===== config.mk =====
export PLATFORM = sky130hd
export DESIGN_NAME = simmem_wresp_bank
export DESIGN_NICKNAME = d
export VERILOG_FILES = /design/src/rtl/simmem_pkg.sv /design/src/rtl/simmem_release_arbiter.sv /design/src/rtl/simmem_wresp_bank.sv
export SDC_FILE = /design/constraint.sdc
export NUM_CORES = 1
export LEC_CHECK = 0
export BUFFER_PORTS_ARGS = -buffer_cell sky130_fd_sc_hd__buf_2
export CAP_MARGIN = 5
export CORE_MARGIN = 10
export CORE_UTILIZATION = 50
export DETAILED_ROUTE_END_ITERATION = 10
export GPL_TIMING_DRIVEN = 0
export PLACE_DENSITY_LB_ADDON = 0.08
export SYNTH_ARGS = -nofsm -noshare
export SYNTH_HDL_FRONTEND = slang
export SYNTH_HIERARCHICAL = 1
export SYNTH_SLANG_ARGS = --single-unit

===== constraint.sdc =====
create_clock -name clk_i -period 1.75 [get_ports clk_i]
set_input_delay 0.0875 -clock clk_i [delete_from_list [all_inputs] [get_ports clk_i]]
set_output_delay 0.0875 -clock clk_i [all_outputs]
set_load 0.02 [all_outputs]

===== src/rtl/simmem_pkg.sv =====
// Shared types for the simulated-memory write-response path.
// No logic; widths derive from WriteRespBankCapacity.
package simmem_pkg;

    localparam int unsigned WriteRespBankCapacity = 4;
    localparam int unsigned WriteIidWidth         = $clog2(WriteRespBankCapacity);

    typedef logic [WriteIidWidth-1:0] write_iid_t;

    typedef struct packed {
        logic [5:0] id;
        logic [1:0] resp;
    } wresp_t;

endpackage


===== src/rtl/simmem_release_arbiter.sv =====
// Picks one eligible slot for release; lowest-index, or round-robin with SIMMEM_WRESP_RELEASE_RR_EN.
// Latency: combinational pick, registered lock and round-robin pointer.
// Backpressure: an offered pick stays locked until out_ready_i accepts it.
module simmem_release_arbiter #(
    parameter int unsigned Capacity = 4
) (
    input  logic                        clk_i,
    input  logic                        rst_ni,
    input  logic [Capacity-1:0]         eligible_i,
    input  logic                        out_ready_i,
    output logic                        sel_valid_o,
    output logic [$clog2(Capacity)-1:0] sel_idx_o,
    output logic [Capacity-1:0]         sel_onehot_o
);

    localparam int unsigned IdxW = $clog2(Capacity);

    logic            lock_q;
    logic [IdxW-1:0] lock_idx_q;
    logic            pick_vld;
    logic [IdxW-1:0] pick_idx;

`ifdef SIMMEM_WRESP_RELEASE_RR_EN
    logic [IdxW-1:0] rr_ptr_q;
    logic [IdxW-1:0] cand;

    // Capacity is a power of two, so the index addition wraps naturally.
    always_comb begin
        pick_vld = 1'b0;
        pick_idx = '0;
        cand     = '0;
        for (int i = 0; i < Capacity; i++) begin
            cand = rr_ptr_q + IdxW'(i);
            if (!pick_vld && eligible_i[cand]) begin
                pick_vld = 1'b1;
                pick_idx = cand;
            end
        end
    end

    always_ff @(posedge clk_i or negedge rst_ni) begin
        if (!rst_ni) begin
            rr_ptr_q <= '0;
        end else if (sel_valid_o && out_ready_i) begin
            rr_ptr_q <= sel_idx_o + IdxW'(1);
        end
    end
`else
    always_comb begin
        pick_vld = 1'b0;
        pick_idx = '0;
        for (int i = 0; i < Capacity; i++) begin
            if (!pick_vld && eligible_i[i]) begin
                pick_vld = 1'b1;
                pick_idx = IdxW'(i);
            end
        end
    end
`endif

    always_comb begin
        sel_valid_o  = lock_q || pick_vld;
        sel_idx_o    = lock_q ? lock_idx_q : pick_idx;
        sel_onehot_o = '0;
        if (sel_valid_o) begin
            sel_onehot_o[sel_idx_o] = 1'b1;
        end
    end

    always_ff @(posedge clk_i or negedge rst_ni) begin
        if (!rst_ni) begin
            lock_q     <= 1'b0;
            lock_idx_q <= '0;
        end else if (sel_valid_o) begin
            lock_q     <= !out_ready_i;
            lock_idx_q <= sel_idx_o;
        end
    end

endmodule


===== src/rtl/simmem_wresp_bank.sv =====
// Write-response bank: reserve slot on address, fill from memory, release when enabled (SIMMEM_WRESP_RELEASE_RR_EN selects round-robin).
// Latency: reservation/fill/release take effect on the next edge; grant and output are combinational.
// Backpressure: rsv_ready_o drops when full; out_resp_o held stable while out_ready_i is low.
module simmem_wresp_bank
    import simmem_pkg::*;
#(
    parameter int unsigned Capacity  = simmem_pkg::WriteRespBankCapacity,
    parameter int unsigned RespWidth = $bits(simmem_pkg::wresp_t)
) (
    input  logic                        clk_i,
    input  logic                        rst_ni,
    input  logic                        rsv_valid_i,
    output logic                        rsv_ready_o,
    output logic [$clog2(Capacity)-1:0] rsv_iid_o,
    input  logic                        in_valid_i,
    output logic                        in_ready_o,
    input  logic [$clog2(Capacity)-1:0] in_iid_i,
    input  logic [RespWidth-1:0]        in_resp_i,
    input  logic [Capacity-1:0]         release_en_onehot_i,
    output logic                        out_valid_o,
    input  logic                        out_ready_i,
    output logic [RespWidth-1:0]        out_resp_o,
    output logic [Capacity-1:0]         released_addr_onehot_o
);

    localparam int unsigned IidW = $clog2(Capacity);

    typedef enum logic [1:0] {
        SLOT_FREE     = 2'd0,
        SLOT_RESERVED = 2'd1,
        SLOT_FILLED   = 2'd2
    } slot_state_e;

    slot_state_e          state_q [Capacity];
    logic [RespWidth-1:0] pay_q   [Capacity];

    logic [Capacity-1:0] eligible;
    logic                rsv_fire;
    logic                fill_ok;
    logic                fill_proto_err;
    logic                rel_fire;
    logic                sel_valid;
    logic [IidW-1:0]     sel_idx;
    logic [Capacity-1:0] sel_onehot;

    // A slot released this cycle is still FILLED here, so it cannot be re-granted until next cycle.
    always_comb begin
        rsv_ready_o = 1'b0;
        rsv_iid_o   = '0;
        eligible    = '0;
        for (int i = 0; i < Capacity; i++) begin
            if (!rsv_ready_o && state_q[i] == SLOT_FREE) begin
                rsv_ready_o = 1'b1;
                rsv_iid_o   = IidW'(i);
            end
            eligible[i] = (state_q[i] == SLOT_FILLED) && release_en_onehot_i[i];
        end
    end

    assign in_ready_o     = 1'b1;
    assign rsv_fire       = rsv_valid_i && rsv_ready_o;
    assign fill_ok        = in_valid_i && (state_q[in_iid_i] == SLOT_RESERVED);
    assign fill_proto_err = in_valid_i && !fill_ok;
    assign rel_fire       = sel_valid && out_ready_i;

    cover property (@(posedge clk_i) disable iff (!rst_ni) fill_proto_err);

    simmem_release_arbiter #(
        .Capacity (Capacity)
    ) u_release_arbiter (
        .clk_i        (clk_i),
        .rst_ni       (rst_ni),
        .eligible_i   (eligible),
        .out_ready_i  (out_ready_i),
        .sel_valid_o  (sel_valid),
        .sel_idx_o    (sel_idx),
        .sel_onehot_o (sel_onehot)
    );

    always_ff @(posedge clk_i or negedge rst_ni) begin
        if (!rst_ni) begin
            for (int i = 0; i < Capacity; i++) begin
                state_q[i] <= SLOT_FREE;
                pay_q[i]   <= '0;
            end
        end else begin
            for (int i = 0; i < Capacity; i++) begin
                if (rsv_fire && rsv_iid_o == IidW'(i)) begin
                    state_q[i] <= SLOT_RESERVED;
                end
                if (fill_ok && in_iid_i == IidW'(i)) begin
                    state_q[i] <= SLOT_FILLED;
                    pay_q[i]   <= in_resp_i;
                end
                if (rel_fire && sel_onehot[i]) begin
                    state_q[i] <= SLOT_FREE;
                end
            end
        end
    end

    assign out_valid_o            = sel_valid;
    assign out_resp_o             = sel_valid ? pay_q[sel_idx] : '0;
    assign released_addr_onehot_o = rel_fire ? sel_onehot : '0;

endmodule


==> results of run 1 <==
==> metrics by stage <==
step	setup TNS [ns]	power, mW	setup slack (ns)
after floorplan	-0.0505	3.62	-0.0200
after global placement	-2.50	4.11	-0.322
after detailed placement	-4.04	4.24	-0.433
after CTS	-6.49	5.51	-0.577
after global routing	-8.12	6.10	-0.564
final	-6.69	5.74	-0.477
==> cell usage in the layout (no fill, tap or decap), types with 2 or more instances in the layout <==
master and instances:
nor2b_1 2, nand2_2 3, buf_4 11, nand2_1 6
buf_6 22, and3_4 4, clkbuf_8 6, clkinvlp_4 2
dfrtp_2 3, mux2_2 25, nand3_1 2, dlygate4sd3_1 2
buf_12 3, dfrtp_1 40, or2_2 2, buf_2 21
mux4_2 8, and3b_1 4, inv_1 6, nor2_4 6
a21oi_1 2, a21oi_2 2, mux2_4 8, and2_4 8
nor2_1 7, nand3b_1 2
==> critical path, stage by stage, from the launching register on <==
cell and delay, ns:
dfrtp_1 0.36, nand2_1 0.09, nor2_4 0.13, nor2b_4 0.18, o21ai_4 0.08, nand2_2 0.09
buf_12 0.15, mux4_2 0.50, and2_4 0.16, buf_6 0.12
==> path summary, 6_finish.rpt <==
path                                          endpoint                   start
worst min register to register   pay_q[14]$_DFFE_PN0P_   pay_q[14]$_DFFE_PN0P_
worst min-delay path             pay_q[28]$_DFFE_PN0P_            in_resp_i[4]
max in group asynchronous       state_q[2]$_DFFE_PN0P_                  rst_ni
worst max register to register  state_q[3]$_DFFE_PN0P_  state_q[7]$_DFFE_PN0P_
worst max-delay path                     out_resp_o[1]  state_q[1]$_DFFE_PN0P_
min in group asynchronous       state_q[4]$_DFFE_PN0P_                  rst_ni
==> per-layer routing <==
| metal | global-route usage, % | wire length, microns | share of wire [%] | vias up |
|---|---|---|---|---|
| met1 | 17.1 | 2320 | 43 | 790 |
| li1 | - | - | - | 724 |
| met4 | 3.89 | 55 | 1.0 | 0 |
| met5 | 0 | 0 | 0 | - |
| met2 | 23.8 | 2740 | 51 | 33 |
| met3 | 4.64 | 284 | 5.3 | 4 |
==> power breakdown <==
part	leakage [nW]	internal (mW)	total, mW	switching (mW)
combinational	0.797	1.93	3.27	1.35
sequential	0.511	1.49	1.82	0.332
clock	0.0408	0.285	0.650	0.365
==> layout make-up <==
class	instances	area share, %
Multi-Input combinational cell	110	38.7
Inverter	7	0.892
Sequential cell	43	36.6
Tap cell	50	2.12
Timing Repair Buffer	55	15.8
Buffer	6	2.68
Clock buffer	5	2.34
Clock inverter	3	0.807
==> cells by family after synthesis <==
family                 Yosys count
and+or+nand+nor                 51
AOI/OAI and AO/OA               17
muxes                           41
buffers and inverters           13
other                            1
DFF                             43
==> sequential cells by signal, indices dropped and copies added, names as in the netlist <==
signal	cells
u_release_arbiter/lock_idx_q	2
u_release_arbiter/lock_q	1
state_q	8
pay_q	32
==> what timing repair did <==
item                                   CTS  global route
pin swaps                               10             7
setup endpoints to repair               19            21
endpoints found under the hold margin   44             0
hold buffers                             2             0
gates resized for setup                 45            22
buffers inserted                        15             7
==> results.md, run 1 <==
* Status: finished, violations left
* Failing checks: negative setup slack
* Post-synth ARST share at 100%
* Reg area at 1080 sq um
* Power density over the cells at 1950 nW/um^2
* RSZ-0062 raised after global routing: true
* Synth Area in XOR/XNOR at 0%
* Post-synth EDFFs at 0
* Root buffer cell: clkbuf_8
* Total gr overflow at 0
* Synthesized Nets at around 190
* Antenna Cells at 0
* Final Non-Filler Cells at about 280
* Synthesis Warnings at 6
* Area used by multi-input combinational logic at about 1100 sq um
* First-pass GRT wire length at about 8.4 mm
* Most used DFF post-synth: dfrtp_1
* Die H at 85.7 microns
* Yosys top cell area share at 49.9%
* DRT iter0 DRCs at 70
* Final hold violation count at 0
* Initial antenna violation count at 0
* Count leader, synth: dfrtp_1
* Crit path capture type: primary output
* Arr. time, crit path at about 2.1 ns
* Synth Area in Compound Gates at between 5 and 6%
* Clk_lat worst skew at approximately 0.30 ns
* Post-synthesis adder-cell area fraction at 0%
* Hold Crit Depth at 2
* Area leader, netlist: dfrtp_1
* Leak at about 1.3 nW
* I/O Buffers at 34
* Die W at 85.7 microns
* Netlist Area Pre-Place at approximately 2200 sq um
* Post-synthesis mux area share at 27.0%
* Simple-gate area share of the yosys netlist at between 10 and 15%
* Clk sinks at 43
* HPWL after DPL at 3.47 mm
* RePlAce Congestion at 0.864
* Post-DP Area at between 2000 and 2500 sq um
* Peak Freq at between 400 and 500 MHz
* H-tree depth at 2
* Core area at just over 4000 sq um
* DR DRC count at 0
* Clock transition at the registers of the reported paths at about 0.08 ns
* Top-Level Pins at 36
* Period utilization at 127%
* Worst hold slack at around 0.058 ns
* Pre-antenna DRT Iters at 4
* CP max FO at 8
* Vias in the first global route at about 1600
* Die area at about 7300 sq um
* Layout cells sized above 1 at between 60% and 70%
* R2R cell count at 8
* Drt total wl at ~5.4 mm
* CTS tree: done
* Post-route cell area at approximately 2900 sq um
* Max_cap viols at 0
* Synth cell count leaders: dfrtp_1, mux2_2, nor2_1
* Filler instances at 268
* Rows at 23
* Wire length per cell at ~19 microns
* Synth-to-Final Area Change at 36.7%
* PnR worst setup slack at -0.477 ns
* Nets at 247
* R2R Setup Slk at -0.24 ns
* Worst Skew at between 0.006 and 0.007 ns
* Inst Count DP at between 200 and 300
* Vias per cell at 5.56
* Startpoint types: flop
* Synth unique cells at 37
* Top post-synthesis cells by area: dfrtp_1, mux2_2, mux4_2
* GRT Total Usage at roughly 14%
* DR vias at roughly 1600
* Cells after Synth at approximately 170
* Fin crit period at approximately 2.2 ns
* Final Setup Violations at 21
* Measured slew at the worst slew-check pin at 0.955 ns
* Initial Util at a little over half
* Max VDD drop at between 0.001 and 0.0015 V
* Worst slew margin at between 30% and 40%
* Yosys reg bits at 43
* CTS Buffer Depth at 2
* Register area share after synthesis at 49.9%
* Tightest Hold Check Type: input pin to flop
* CP required at 1.66 ns
* Total CTS buffers at 5
* Syn Area/Cell at ~13 sq um
* Crit path kind: flop to primary output
* Largest net degree at the start of global routing at 44
* Combinational family with the most area after synthesis: multiplexers
* Post-DRT Antenna Nets at 0
* Max-slew violations at 0
* Util after Layout at between 70% and 80%
No activity file was read; power rests on OpenSTA's default activity.
==> run 2, diff against run 1 <==
--- a/config.mk
+++ b/config.mk
@@ -7,7 +7,7 @@
 export LEC_CHECK = 0
 export BUFFER_PORTS_ARGS = -buffer_cell sky130_fd_sc_hd__buf_2
 export CAP_MARGIN = 5
-export CORE_MARGIN = 10
+export CORE_MARGIN = 4
 export CORE_UTILIZATION = 50
 export DETAILED_ROUTE_END_ITERATION = 10
 export GPL_TIMING_DRIVEN = 0
==> run 2 against run 1 <==
Effect of this change:
- the flow still finishes with violations (negative setup slack)
- non-clock buffer count is 4 lower
- clock power is 24% higher
- highest routed layer unchanged
- setup slack better by 0.0073 ns
- sequential power hardly changed
- global-route usage is 5.5 points higher
- combinational power is 3% lower
- final area is 0.72% lower
- register-to-register slack better by 0.27 ns
- first-iteration DRC count is 19% lower
- wire length is 6.9% lower
==> results.md, run 2 (same netlist as run 1, synthesis figures left out) <==
* Rows at 23
* Most Frequent Cell on Critical Path: nand2_2
* Power share of the combinational group at between 50% and 60%
* Commonest non-fill, non-tap cell in the layout: dfrtp_1
* Part of the power in the clock network at 14.0%
* Cells along the critical path: nand2_2 -> nor2_4 -> nor2b_4 -> o21ai_4 -> nand2_2 -> buf_12 -> mux4_2 -> and2_4 -> buf_6
* Vias in the first global route at 1642
* I/O Buffers at 34
* Clk sinks at 43
* Clock transition at the registers of the reported paths at 0.08 ns
* Die H at between 70 and 80 microns
* Root buffer cell: clkbuf_8
* DRT iter0 DRCs at 57
* Core area at between 4000 and 5000 sq um
* CTS Buffer Depth at 2
* Measured slew at the worst slew-check pin at around 0.96 ns
* Clk_lat worst skew at roughly 0.3 ns
* CP required at around 1.7 ns
* Crit path kind: flop to primary output
* Max VDD drop at ~0.0009 V
* Tightest Hold Check Type: input pin to flop
* Pre-antenna DRT Iters at 4
* Initial Util at 52.8%
* Crit path capture type: primary output
* Synth-to-Final Area Change at 35.7%
* Initial antenna violation count at 0
* Switch Pwr at between 1.5 and 2 mW
* Wire length per cell at between 15 and 20 microns
* Status: finished, violations left
* First-pass GRT wire length at roughly 7.9 mm
* Peak Freq at between 400 and 500 MHz
* Fin crit period at approximately 2.2 ns
* Total gr overflow at 0
* GRT Total Usage at approximately a fifth
* DR vias at ~1600
* Slowest-stage cell, CP: mux4_2
* H-tree depth at 2
* Top-Level Pins at 36
* Failing checks: negative setup slack
* RSZ-0062 raised after global routing: true
* Max-slew violations at 0
* Total CTS buffers at 5
* Worst Skew at ~0.0036 ns
* Final Setup Violations at 12
* Biggest regs: pay_q (32), state_q (8), u_release_arbiter/lock_idx_q (2)
* Max_cap viols at 0
* HPWL after DPL at 3.24 mm
* CTS tree: done
* Util after Layout at between 70% and 80%
* Top reg by flops: pay_q
* Slowest cell delay on critical path at around 0.5 ns
* Startpoint types: flop
* Vias per cell at ~5.7
* Worst slew margin at roughly 36%
* Leak at roughly 1.3 nW
* Die W at 73.7 microns
* Kind of cell adding the most delay to the critical path: simple AND/OR/NAND/NOR gates
* WP buf/inv at 2
* Internal at around 3.8 mW
* Max reg flops at 32
* Post-DRT Antenna Nets at 0
* RePlAce Congestion at roughly 0.84
* Drt total wl at 5.03 mm
* Sequential share of power at a little under a third
* Die area at approximately 5400 sq um
* Arr. time, crit path at 2.13 ns
* Antenna Cells at 0
* Period utilization at 127%
* Commonest non-fill, non-tap cells in the layout: dfrtp_1, mux2_2, buf_2, buf_6, buf_4
* PnR worst setup slack at -0.469 ns
* Sw Ratio at between 30% and 40%
* Largest net degree at the start of global routing at 44
* Power density over the cells at 1980 nW/um^2
* Nets at 243
* Layout cells sized above 1 at a little over three fifths
* CP max FO at 8
* Final hold violation count at 0
* DR DRC count at 0
* Tot Pwr at 5.78 mW
* Filler instances at between 200 and 300
==> run 2: power by group through the flow <==
stage | sequential [mW] | clock (mW) | combinational, mW
finish | 1.79 | 0.807 | 3.18
global route | 1.85 | 0.875 | 3.43
CTS | 1.77 | 0.823 | 2.56
detailed placement | 1.82 | 0 | 2.40
global placement | 1.77 | 0 | 2.33
floorplan | 1.72 | 0 | 1.91
==> run 2: final cells by class <==
type                            instances  area (sq um)  share of cell area (%)
Sequential cell                        43          1080                    36.9
Clock buffer                            6          82.6                    2.82
Timing Repair Buffer                   51           415                    14.2
Buffer                                  6          80.1                    2.74
Tap cell                               50          62.6                    2.14
Multi-Input combinational cell        110          1140                    39.1
Inverter                                7          26.3                   0.898
Clock inverter                          2          35.0                    1.20
==> run 2: worst paths after layout <==
check | startpoint | endpoint | slack (ns) | cells past startpoint
max reg2reg | state_q[3]$_DFFE_PN0P_ | state_q[3]$_DFFE_PN0P_ | 0.03 | 7
min reg2reg | pay_q[3]$_DFFE_PN0P_ | pay_q[3]$_DFFE_PN0P_ | 0.51 | 1
min | in_resp_i[3] | pay_q[3]$_DFFE_PN0P_ | 0.05 | 2
max | state_q[1]$_DFFE_PN0P_ | out_resp_o[2] | -0.47 | 9
max in group asynchronous | rst_ni | state_q[3]$_DFFE_PN0P_ | 0.63 | 2
min in group asynchronous | rst_ni | state_q[4]$_DFFE_PN0P_ | 0.47 | 2
==> run 2: worst register-to-register path, delay by kind of cell (launching register included) <==
family | cells | cell delay [ns]
AOI/OAI and AO/OA | 2 | 0.51
DFF | 1 | 0.38
and+or+nand+nor | 5 | 0.73
==> run 2: metal layers <==
layer | track usage (%) | vias up | share of wire, %
met5 | 0 | - | 0
met4 | 7.04 | 0 | 1.8
met3 | 4.10 | 9 | 5.0
met2 | 33.1 | 50 | 51
met1 | 25.1 | 800 | 42
li1 | - | 708 | -
==> run 2: repair_timing <==
action	CTS	global route
hold buffers	2	0
resized for setup	11	49
setup endpoints to repair	16	31
endpoints found under the hold margin	44	0
pin swaps	0	14
buffers inserted	5	9
cloned	0	1
==> run 2: through the flow <==
| stage | hold WS (ns) | worst slack (ns) | cells | TNS (ns) | cell area [sq um] |
|---|---|---|---|---|---|
| floorplan | -0.208 | -0.0200 | 166 | -0.0505 | 2210 |
| global placement | 0.264 | -0.298 | 250 | -2.38 | 2440 |
| detailed placement | 0.295 | -0.352 | 250 | -3.12 | 2440 |
| CTS | 0.0479 | -0.526 | 265 | -5.25 | 2650 |
| global route | 0.0507 | -0.569 | 275 | -5.48 | 2930 |
| finish | 0.0538 | -0.469 | 275 | -4.23 | 2930 |
==> run 3, diff against run 2 <==
==> constraint.sdc (replaced) <==
create_clock -name clk_i -period 1.75 [get_ports clk_i]
set_input_delay 0.0875 -clock clk_i [delete_from_list [all_inputs] [get_ports clk_i]]
set_output_delay 0.0875 -clock clk_i [all_outputs]
set_load 0.005 [all_outputs]
==> run 3 against run 2 <==
Effect of this change:
- critical endpoint is now out_resp_o[4]
- final area is 3.4% lower
- via count shrank 1.1%
- sequential share of layout area up 1.3 points
- fmax up 0.44%
- critical path depth is 1 lower
- the run still ends with negative setup slack left
- combinational power down 18%
- worst hold slack improved by 0.0013 ns
- first-iteration DRC count grew 67%
==> results.md, run 3 (same netlist as run 1, synthesis figures left out) <==
* Arr. time, crit path at approximately 2.1 ns
* Fin crit period at around 2.2 ns
* Part of the power in the clock network at approximately 15%
* Root buffer cell: clkbuf_8
* Commonest non-fill, non-tap cell in the layout: dfrtp_1
* Critical R2R Capture: state_q[3]$_DFFE_PN0P_
* Total CTS buffers at 5
* DR vias at approximately 1500
* Initial antenna violation count at 0
* Top-Level Pins at 36
* Leak at 1.33 nW
* Internal at 3.58 mW
* Sw Ratio at 31.3%
* Switch Pwr at approximately 1.6 mW
* PnR worst setup slack at -0.460 ns
* RSZ-0062 raised after global routing: true
* Max-slew violations at 0
* Worst Setup SP: state_q[5]$_DFFE_PN0P_
* Post-DRT Antenna Nets at 0
* Drt total wl at 4.99 mm
* Clk_lat worst skew at 0.30 ns
* Max VDD drop at 0.00106 V
* Initial Util at 52.8%
* RePlAce Congestion at about 0.82
* Max_cap viols at 0
* Die area at between 5000 and 6000 sq um
* CTS tree: done
* Synth-to-Final Area Change at 31.1%
* Core area at approximately 4000 sq um
* GRT Total Usage at between 20 and 25%
* Power share of the combinational group at approximately 50%
* Reg-to-reg startpoint: state_q[5]$_DFFE_PN0P_
* Util after Layout at about 70%
* Clk sinks at 43
* DRT iter0 DRCs at 95
* H-tree depth at 2
* Sequential share of power at around 34%
* Biggest regs: pay_q (32), state_q (8), u_release_arbiter/lock_idx_q (2)
* R2R cell count at 8
* Die W at ~74 microns
* Peak Freq at about 450 MHz
* Pre-antenna DRT Iters at 4
* Largest net degree at the start of global routing at between 40 and 50
* Commonest non-fill, non-tap cells in the layout: dfrtp_1, buf_2, mux2_2, buf_4, buf_6
* Antenna Cells at 0
* Vias per cell at ~5.6
* Total gr overflow at 0
* Tot Pwr at around 5.2 mW
* Crit path kind: flop to primary output
* Final Setup Violations at 16
* Final hold violation count at 0
* R2R Setup Slk at -0.16 ns
* Vias in the first global route at 1611
* CP required at 1.66 ns
* Top reg by flops: pay_q
* Period utilization at 126%
* Layout cells sized above 1 at around three fifths
* Setup TNS Final at -4.70 ns
* Startpoint types: flop
* Wire length per cell at between 15 and 20 microns
* Crit path capture type: primary output
* First-pass GRT wire length at 8.12 mm
* Rows at 23
* Die H at about 74 microns
* I/O Buffers at 34
* Max reg flops at 32
* Worst Skew at around 0.011 ns
* HPWL after DPL at 3.09 mm
* DR DRC count at 0
* Tightest Hold Check Type: input pin to flop
* Status: finished, violations left
* Clock transition at the registers of the reported paths at about 0.09 ns
* Worst slew margin at a little over a third
* CP max FO at 8
* Worst setup endpoint: out_resp_o[4]
* Nets at ~240
* Failing checks: negative setup slack
* CTS Buffer Depth at 2
* Measured slew at the worst slew-check pin at ~0.96 ns
* Filler instances at a little over 300
* Power density over the cells at about 1800 nW/um^2
==> run 3: power groups by stage <==
stage,sequential [mW],combinational (mW),clock (mW)
after floorplan,1.72,1.46,0
after global placement,1.78,1.88,0
after detailed placement,1.82,1.96,0
after CTS,1.78,2.36,0.818
after global routing,1.85,2.84,0.866
final,1.79,2.61,0.800
==> run 3: timing repair <==
item / in CTS / in global routing
resized for setup: 27 / 15
hold buffers: 2 / 0
hold endpoints to repair: 44 / 0
setup endpoints to repair: 17 / 24
pin swaps: 14 / 5
buffers inserted: 11 / 5
==> run 3: stage by stage <==
step | instances | hold WS (ns) | instance area (sq um) | setup WS [ns]
final | 276 | 0.0551 | 2830 | -0.460
after global routing | 276 | 0.0532 | 2830 | -0.556
after CTS | 271 | 0.0544 | 2710 | -0.471
after detailed placement | 250 | 0.291 | 2400 | -0.379
after global placement | 250 | 0.257 | 2400 | -0.347
after floorplan | 166 | -0.208 | 2170 | 0.00317
==> run 3: per-layer routing <==
metal | share of wire (%) | global-route usage [%]
met1 | 41 | 26.4
met5 | 0 | 0
met2 | 53 | 34.2
met3 | 4.9 | 3.97
met4 | 1.4 | 4.83
==> run 3: worst min path at each step <==
| stage | startpoint | to | slack, ns | cells past startpoint |
|---|---|---|---|---|
| floorplan | rst_ni | pay_q[0]$_DFFE_PN0P_ | -0.21 | 0 |
| global placement | rst_ni | state_q[3]$_DFFE_PN0P_ | 0.26 | 1 |
| detailed placement | rst_ni | state_q[3]$_DFFE_PN0P_ | 0.29 | 1 |
| CTS | in_resp_i[3] | pay_q[3]$_DFFE_PN0P_ | 0.05 | 2 |
| global route | in_resp_i[5] | pay_q[13]$_DFFE_PN0P_ | 0.05 | 2 |
| finish | in_resp_i[2] | pay_q[2]$_DFFE_PN0P_ | 0.06 | 2 |
==> run 3: worst max-delay path, cell delays in order (launching register included) <==
cell and delay (ns):
dfrtp_1 0.41, nand2_2 0.10, nor2_4 0.05, o41a_1 0.45, inv_1 0.08, clkbuf_8 0.17, mux4_2 0.30, and2_4 0.16
buf_6 0.11
==> run 3: final cells by class <==
class / count / area, sq um / share of cell area (%)
multi-input cells: 110 / 1100 / 38.8
clock inverters: 2 / 35.0 / 1.24
well taps: 50 / 62.6 / 2.21
plain buffers: 6 / 72.6 / 2.57
clock buffers: 6 / 82.6 / 2.92
repair buffers: 52 / 372 / 13.1
inverters: 7 / 26.3 / 0.930
flip-flops and latches: 43 / 1080 / 38.2
